==> config.mk <==
export PLATFORM = sky130hd
export DESIGN_NAME = psw_key_encoder
export DESIGN_NICKNAME = d
export VERILOG_FILES = /design/src/rtl/psw_key_encoder.sv
export SDC_FILE = /design/constraint.sdc
export NUM_CORES = 1
export LEC_CHECK = 0
export CORE_ASPECT_RATIO = 0.75
export CORE_MARGIN = 1
export CORE_UTILIZATION = 60
export DETAILED_ROUTE_END_ITERATION = 10
export GPL_ROUTABILITY_DRIVEN = 0
export GPL_TIMING_DRIVEN = 0
export PLACE_DENSITY = 0.8
export SYNTH_ARGS = -nofsm -noshare
export SYNTH_HDL_FRONTEND = slang
export SYNTH_SLANG_ARGS = --single-unit
==> constraint.sdc <==
create_clock -name CLK -period 5.08 [get_ports CLK]
set_input_delay 1.016 -clock CLK [delete_from_list [all_inputs] [get_ports CLK]]
set_output_delay 1.016 -clock CLK [all_outputs]
set_load 0.005 [all_outputs]
==> src/rtl/psw_key_encoder.sv <==
// Push-switch keypad encoder: synchronizes and debounces 14 active-low switches,
// turns press edges into key codes and queues them in a 4-entry FIFO.
module psw_key_encoder #(
  parameter int TICK_DIV = 50000,
  parameter int DEB_CNT  = 4
) (
  input  logic        CLK,
  input  logic        RST,
  input  logic [13:0] PSW,
  output logic        KEY_VALID,
  input  logic        KEY_READY,
  output logic [3:0]  KEY_CODE,
  output logic [2:0]  FIFO_CNT,
  output logic        OVF
);

  localparam int TW = $clog2(TICK_DIV);
  localparam int CW = $clog2(DEB_CNT);
  localparam logic [TW-1:0] TICK_LAST = TW'(TICK_DIV - 1);
  localparam logic [CW-1:0] CNT_LAST  = CW'(DEB_CNT - 1);

  logic [13:0]   sync_a;
  logic [13:0]   sync_b;
  logic [TW-1:0] tick_cnt;
  logic          tick;
  logic [13:0]   pressed;
  logic [CW-1:0] smp_cnt [14];
  logic [13:0]   press_evt;
  logic          wr_en;
  logic [3:0]    wr_code;

  logic [3:0]    mem [4];
  logic [1:0]    rd_ptr;
  logic [1:0]    wr_ptr;
  logic [1:0]    rd_next;
  logic [2:0]    cnt_next;
  logic [3:0]    head_next;
  logic          pop;
  logic          push;
  logic          drop;

  // Two-flop synchronizer; idle level of the switches is 1
  always_ff @(posedge CLK or posedge RST) begin
    if (RST) begin
      sync_a <= 14'h3fff;
      sync_b <= 14'h3fff;
    end else begin
      sync_a <= PSW;
      sync_b <= sync_a;
    end
  end

  always_ff @(posedge CLK or posedge RST) begin
    if (RST) begin
      tick_cnt <= '0;
    end else if (tick) begin
      tick_cnt <= '0;
    end else begin
      tick_cnt <= tick_cnt + TW'(1);
    end
  end

  assign tick = (tick_cnt == TICK_LAST);

  // Debounce: the state flips after DEB_CNT consecutive differing samples
  always_ff @(posedge CLK or posedge RST) begin
    if (RST) begin
      pressed <= 14'h0000;
      for (int i = 0; i < 14; i++) smp_cnt[i] <= '0;
    end else if (tick) begin
      for (int i = 0; i < 14; i++) begin
        if ((~sync_b[i]) != pressed[i]) begin
          if (smp_cnt[i] == CNT_LAST) begin
            pressed[i] <= ~pressed[i];
            smp_cnt[i] <= '0;
          end else begin
            smp_cnt[i] <= smp_cnt[i] + CW'(1);
          end
        end else begin
          smp_cnt[i] <= '0;
        end
      end
    end
  end

  // Press events this cycle; the lowest index wins, the rest are discarded
  always_comb begin
    wr_en   = 1'b0;
    wr_code = 4'd0;
    for (int i = 13; i >= 0; i--) begin
      press_evt[i] = tick & ~sync_b[i] & ~pressed[i] & (smp_cnt[i] == CNT_LAST);
      wr_en        = wr_en | press_evt[i];
      wr_code      = press_evt[i] ? 4'(i) : wr_code;
    end
  end

  always_comb begin
    pop     = KEY_VALID & KEY_READY;
    push    = wr_en & ((FIFO_CNT != 3'd4) | pop);
    drop    = wr_en & (FIFO_CNT == 3'd4) & ~pop;
    rd_next = pop ? (rd_ptr + 2'd1) : rd_ptr;
    case ({push, pop})
      2'b10:   cnt_next = FIFO_CNT + 3'd1;
      2'b01:   cnt_next = FIFO_CNT - 3'd1;
      default: cnt_next = FIFO_CNT;
    endcase
    // The new head can only be the entry being written when the queue drains to it
    if (cnt_next == 3'd0) begin
      head_next = 4'd0;
    end else if (push && (rd_next == wr_ptr)) begin
      head_next = wr_code;
    end else begin
      head_next = mem[rd_next];
    end
  end

  always_ff @(posedge CLK or posedge RST) begin
    if (RST) begin
      for (int i = 0; i < 4; i++) mem[i] <= 4'd0;
      rd_ptr    <= 2'd0;
      wr_ptr    <= 2'd0;
      FIFO_CNT  <= 3'd0;
      KEY_VALID <= 1'b0;
      KEY_CODE  <= 4'd0;
      OVF       <= 1'b0;
    end else begin
      if (push) begin
        mem[wr_ptr] <= wr_code;
        wr_ptr      <= wr_ptr + 2'd1;
      end
      rd_ptr    <= rd_next;
      FIFO_CNT  <= cnt_next;
      KEY_VALID <= (cnt_next != 3'd0);
      KEY_CODE  <= head_next;
      OVF       <= OVF | drop;
    end
  end

endmodule

==> results.toml <==
[status]
status = "complete, no violations"

[pwr]
power_density_mw_per_mm2 = 404
p_leak_nw = 3.02
combPwrFrac = 0.091
irDropWorstVdd_mv = 0.417
internal-power_w = 0.00197
clockPowerShare = 0.515
swShare = 0.226
power.switching_w = 0.000576
power.total_w = 0.00255
power_frac_seq = 0.394

[timing]
final.period_utilization = 0.680
max_freq_mhz = 290
layout_min_cycle_time_ps = 3450
fin_tns_setup_ps = 0
worst_slew_pin_slew_ps = 606
hold_viol = 0
drv_slew = 0
setup_viol = 0
rsz0062_at_grt = "no"
relSlewSlack = 0.584
skew_ps = 6.71

[floorplanning]
boundaryPins = 26
die-area_sq_mm = 0.00910
initial_core_util = 0.619
die_width_um = 110
row_count = 29
die_h_um = 82.9
core_area_sq_mm = 0.00845

[layout]
nFillCells = 579
nets = 515
post-route-util = 0.746
n_antenna_cell = 0
instances_no_fill = 599
area_delta_synth_final_pct = 20.5
drive_gt1_frac = 0.177

[clock_network]
cts_setup_buffers = 0
clk_pin_slew_worst_paths_ps = 60
cts.sinks = 115
clockRootBuffer = "clkbuf_16"
clk_path_buf_depth = 2
cts_buffers = 17
postCtsHoldBufs = 0
clock_insertion_delay_worst_skew_ps = 410
cts_tree = "done"
htreeDepth = 4
post_cts_resized = 0

[global_route]
grt_start_max_net_pins = 74
grt_use_total = 0.259
overflow = 0
grt_pass1_vias = 3606
antenna_found_initial = 0
grt_pass1_wl_um = 17500

[yosys]
synth.top_cell.area_share = 0.416
netlist_area_sq_mm = 0.00523
synth_nets = 470
synthTopCellsByArea = "dfrtp_1, dfstp_2, ha_1"
ys_ff_latch = 115
synth_edf_count = 0
synth_ff_type = "dfrtp_1"
synthArstFlopShare = 1.00
synth.avg_cell_area_sq_um = 12.1
synth.distinct_cells = 53
yosys_warnings = 0
netlist_instances = 433
seq_area_frac_synth = 0.557
yosysTopAreaCell = "dfrtp_1"

[placed_design]
dp_hpwl_um = 6780
placed_cells = 567
port_buffers = 25

[routing]
via_per_inst = 5.82
dr.pass1.iters = 4
drc = 0
wl_per_cell_um = 17.0
ant_nets = 0
vias = 3488
drt-initial-drc-count = 249
wl_um = 10200

[setup_path]
endpoint_kind = "flop"
worstReg2RegStart = "smp_cnt[20]"
critical_path_class = "flop to flop"
worstRegToRegCells = 12
arrival_ps = 3730
regToRegSetupSlack_ps = 1630
crit_required_ps = 5350
worstPathMaxFanout = 8
startpoint_type = "flop"
timing.rr.end = "KEY_CODE[0]"

[worst_hold_path]
hold_path_depth = 0
hold_path.class = "flop to flop"
min_to = "sync_b[6]"
min_from = "sync_a[6]"

[flow_run]
cap_violations = 0
==> cell families (layout without fill, tap and decap cells) <==
logic type / after synthesis / count (layout) / synth area share
and+or+nand+nor: 126 / 126 / 0.146
AOI/OAI and AO/OA: 79 / 79 / 0.103
xor gates and xnor gates: 32 / 32 / 0.0536
muxes: 28 / 28 / 0.0672
adders and majority gates: 20 / 20 / 0.0493
buffers and inverters: 33 / 91 / 0.0239
DFF: 115 / 115 / 0.557
==> worst max path at each step <==
stage	startpoint	to	slack [ps]	cells past startpoint
2_1_floorplan	RST	FIFO_CNT[0]	1070	1
3_3_place_gp	RST	smp_cnt[11]	-490	2
3_5_place_dp	KEY_READY	KEY_CODE[0]	1390	10
4_1_cts	smp_cnt[20]	KEY_CODE[0]	1640	12
5_1_grt	smp_cnt[12]	KEY_CODE[2]	1380	13
6_report	smp_cnt[20]	KEY_CODE[0]	1630	12
==> per-layer routing <==
metal	track usage	wire [um]	vias up	share of wire
li1	-	-	1646	-
met5	0	0	-	0
met4	0.0655	120	0	0.012
met3	0.0926	475	13	0.047
met2	0.388	4810	66	0.47
met1	0.359	4790	1763	0.47
==> Yosys cell counts, types with 2 or more instances <==
cell type,instances
xnor2_1,6
nor3_1,3
mux2i_1,7
nand3b_1,2
mux4_2,4
or3b_1,5
o21ai_0,5
and3_1,8
inv_1,20
nor4_1,14
ha_1,19
nand2_1,30
nand2b_1,2
a21oi_1,18
dfstp_2,28
a21o_1,16
xor2_1,26
nand3_1,9
o211ai_1,2
nand4_1,2
mux2_1,17
a31oi_1,15
and2_1,4
o31ai_1,14
buf_1,3
nor3b_2,6
a211o_1,2
nor3b_1,3
clkbuf_1,9
dfrtp_1,87
nor2_1,20
nand2_2,6
==> metrics by stage <==
| step | area [sq um] | setup WS [ps] | hold slack [ps] |
|---|---|---|---|
| floorplan | 5230 | 1070 | 345 |
| global placement | 5620 | -487 | 345 |
| detailed placement | 5650 | 1390 | 347 |
| CTS | 6310 | 1640 | 354 |
| global route | 6310 | 1380 | 355 |
| finish | 6310 | 1630 | 355 |
==> final cells by class <==
| type | instances | area, sq um | area share |
|---|---|---|---|
| sequential | 115 | 2910 | 0.462 |
| multi-input combinational | 285 | 2190 | 0.348 |
| clock buffer | 20 | 457 | 0.0724 |
| timing repair buffer | 26 | 278 | 0.0440 |
| clock inverter | 12 | 203 | 0.0321 |
| tap | 108 | 135 | 0.0214 |
| inverter | 20 | 77.6 | 0.0123 |
| buffer | 13 | 50.0 | 0.00793 |
==> sequential cells by signal (all words and copies together), names as in the netlist <==
signal	count
KEY_CODE	4
mem	16
smp_cnt	28
rd_ptr	2
sync_a	14
OVF	1
KEY_VALID	1
wr_ptr	2
FIFO_CNT	3
pressed	14
sync_b	14
tick_cnt	16
==> cell usage in the layout, fill, tap and decap left out, types with 6 or more instances in the layout <==
cell type	instances
a21o_1	16
xor2_1	26
dfstp_2	28
clkbuf_16	17
mux2_1	17
a21oi_1	18
xnor2_1	6
nand3_1	9
and3_1	8
o31ai_1	14
nand2_1	30
ha_1	19
dfrtp_1	87
mux2i_1	7
nor3b_2	6
nand2_2	6
clkbuf_1	10
clkdlybuf4s50_1	25
nor2_1	20
nor4_1	14
inv_1	19
a31oi_1	15
==> power groups by stage <==
stage	logic, W	clock network [W]	registers, W
finish	0.000231	0.00131	0.00100
global route	0.000261	0.00138	0.00101
CTS	0.000233	0.00133	0.00100
detailed placement	0.000232	0	0.00102
global placement	0.000224	0	0.00102
floorplan	0.000153	0	0.00101
==> critical path: stages (launching register included) <==
cell and delay [ps]:
dfrtp_1 390, ha_1 260, nor3b_2 300, nor2_1 110
and4_4 220, a21oi_2 340, nor2_1 110, fa_1 450
xnor2_1 170, nor4b_1 260, a21oi_1 70, mux2i_1 490
nor2_1 120
Power figures use the tool's default switching activity.
==> patch, RTL diff (same flow settings) <==
Make the reset (`RST`) synchronous in 4 clocked blocks.
--- a/src/rtl/psw_key_encoder.sv
+++ b/src/rtl/psw_key_encoder.sv
@@ -40,7 +40,7 @@
   logic          drop;
 
   // Two-flop synchronizer; idle level of the switches is 1
-  always_ff @(posedge CLK or posedge RST) begin
+  always_ff @(posedge CLK) begin
     if (RST) begin
       sync_a <= 14'h3fff;
       sync_b <= 14'h3fff;
@@ -50,7 +50,7 @@
     end
   end
 
-  always_ff @(posedge CLK or posedge RST) begin
+  always_ff @(posedge CLK) begin
     if (RST) begin
       tick_cnt <= '0;
     end else if (tick) begin
@@ -63,7 +63,7 @@
   assign tick = (tick_cnt == TICK_LAST);
 
   // Debounce: the state flips after DEB_CNT consecutive differing samples
-  always_ff @(posedge CLK or posedge RST) begin
+  always_ff @(posedge CLK) begin
     if (RST) begin
       pressed <= 14'h0000;
       for (int i = 0; i < 14; i++) smp_cnt[i] <= '0;
@@ -114,7 +114,7 @@
     end
   end
 
-  always_ff @(posedge CLK or posedge RST) begin
+  always_ff @(posedge CLK) begin
     if (RST) begin
       for (int i = 0; i < 4; i++) mem[i] <= 4'd0;
       rd_ptr    <= 2'd0;
Formal check against the unedited RTL: same outputs for any inputs over 10 cycles, from zero or initial values and one cycle with RST high; that may be too few to reach the edited logic, so the function may still have changed.
==> patch against the unedited design <==
Wire length increased by 5.0%. Final area decreased by 5.8%. Synthesized cell count increased by 18%. Via count increased by 9.9%. Setup slack got worse by 750 ps. Sequential cell count unchanged. Utilization decreased by 0.57 points. Final cell count increased by 13%. Synthesized area decreased by 3.5%. Global-route usage increased by 1.0 points. Combinational power decreased by 37%. Total power decreased by 14%. Critical path type unchanged. Largest power group unchanged.
==> patch: results (changes against the unedited design) <==
| Metric | Value |
|---|---|
| 1st-pass router iterations | `5 (+1)` |
| Yosys warns | `0 (unchanged)` |
| First-pass GRT wire length | `17.3 mm (-1.3%)` |
| Largest fanout on the critical path | `10 (+2)` |
| Initial antenna violation count | `0 (unchanged)` |
| Dpl cells | `642 (+13%)` |
| Number of flops mapped to enable cells by yosys | `44 (+44)` |
| Ys flop type | `dfxtp_1` |
| Final net count | `589 (+14%)` |
| Arr. time, crit path | `4570 ps (+840 ps)` |
| Cell variety after synth | `51 (-3.8%)` |
| Async set-or-reset flop fraction in the synthesized netlist | `0 (-1.00)` |
| Commonest cells in the netlist | `nor2_1, dfxtp_1, edfxtp_1` |
| Slowest stage delay, CP | `880 ps (+390 ps)` |
| Vias | `3833 (+9.9%)` |
| H-Tree Depth | `4 (unchanged)` |
| Post-CTS Setup Bufs | `0 (unchanged)` |
| Reg clk slew, reported paths | `50 ps` |
| Sequential share of the synthesized area | `0.543 (-0.0134)` |
| Top flop regs | `smp_cnt x28, mem x16, tick_cnt x16` |
| Clk_lat worst skew | `520 ps (+110 ps)` |
| Ant. Diodes | `0 (unchanged)` |
| P_leak | `0.00223 µW (-26%)` |
| TNS Setup | `0 ps (unchanged)` |
| Quantity of gates resized following cts | `0 (unchanged)` |
| Final cell count without fillers | `674 (+13%)` |
| Syn avg cell area | `9.84 µm² (-19%)` |
| Cts bufs inserted | `17 (unchanged)` |
| Dpl hpwl | `7.44 mm (+9.8%)` |
| Layout cells sized above 1 | `0.116 (-0.0612)` |
| Worst vdd ir | `0.000328 V (-21%)` |
| Hold Crit Class | `flip-flop to flip-flop` |
| Placed Area | `5420 µm² (-4.0%)` |
| Port Buffers | `24 (-4.0%)` |
| Vias in the first global route | `3619 (+0.36%)` |
| Clock buffer depth | `2 (unchanged)` |
| Largest net degree at the start of global routing | `38 (-49%)` |
| # fillers | `566 (-2.2%)` |
| Most flops, register | `smp_cnt` |
| WL per Instance | `15.9 µm (-6.7%)` |
| GRT Total Usage | `0.269 (+0.0101)` |
| Slowest CP cell | `nor4_1` |
| Relative slew slack | `0.322 (-0.262)` |
| Setup Skew | `5.22 ps (-1.49 ps)` |
| Initial DRC Count | `252 (+1.2%)` |
| Syn nets | `546 (+16%)` |
| Switching share of total power | `0.218 (-0.00763)` |
| Status | `completed` |
| Synth area leaders | `dfxtp_1, edfxtp_1, nor2_1, xor2_1, ha_1` |
| Clk root buf | `clkbuf_8` |
[patch: logic make-up after synthesis]
kind of cell | Yosys count | synth area share
DFF | 115 | 0.543
muxes | 1 | 0.00198
AOI/OAI and AO/OA | 60 | 0.0766
and+or+nand+nor | 252 | 0.254
xor gates and xnor gates | 32 | 0.0555
adders and majority gates | 16 | 0.0411
buffers and inverters | 37 | 0.0280
[patch: metrics by stage]
step	util	total power [µW]	setup WS, ps
2_1_floorplan	-	1120	1750
3_3_place_gp	0.676	1170	1110
3_5_place_dp	0.676	1170	991
4_1_cts	0.740	2200	954
5_1_grt	0.740	2260	690
6_report	0.740	2180	874
[patch: final timing paths]
kind	slack (ps)	end	startpoint	cells past startpoint
max	870	KEY_CODE[1]	tick_cnt[11]	10
min	410	sync_b[1]	sync_a[1]	1
max reg2reg	870	KEY_CODE[1]	tick_cnt[11]	10
min reg2reg	410	sync_b[1]	sync_a[1]	1
[patch: area by class of cell]
class | count | area share
plain buffers | 18 | 0.0120
clock buffers | 28 | 0.0834
clock inverters | 4 | 0.00379
inverters | 19 | 0.0120
multi-input cells | 361 | 0.364
flip-flops and latches | 115 | 0.462
well taps | 105 | 0.0221
repair buffers | 24 | 0.0404
[patch: critical path: cells and delay by family (launching register included)]
kind                       cells  cell delay, ps
AOI/OAI and AO/OA              3             830
buffers and inverters          2             540
and+or+nand+nor                4            1970
DFF                            1             330
adders and majority gates      1             390
[patch: layer usage]
layer | vias to the layer above | GRT usage | part of all wire
li1 | 1874 | - | -
met1 | 1771 | 0.361 | 0.45
met2 | 164 | 0.397 | 0.45
met3 | 24 | 0.0881 | 0.078
met4 | 0 | 0.119 | 0.020
met5 | - | 0 | 0
[patch: power groups by stage]
stage	registers, µW	logic, µW	clock network (µW)
2_1_floorplan	1020	92.6	0
3_3_place_gp	1030	138	0
3_5_place_dp	1030	143	0
4_1_cts	1010	144	1040
5_1_grt	1010	162	1080
6_report	1010	145	1030
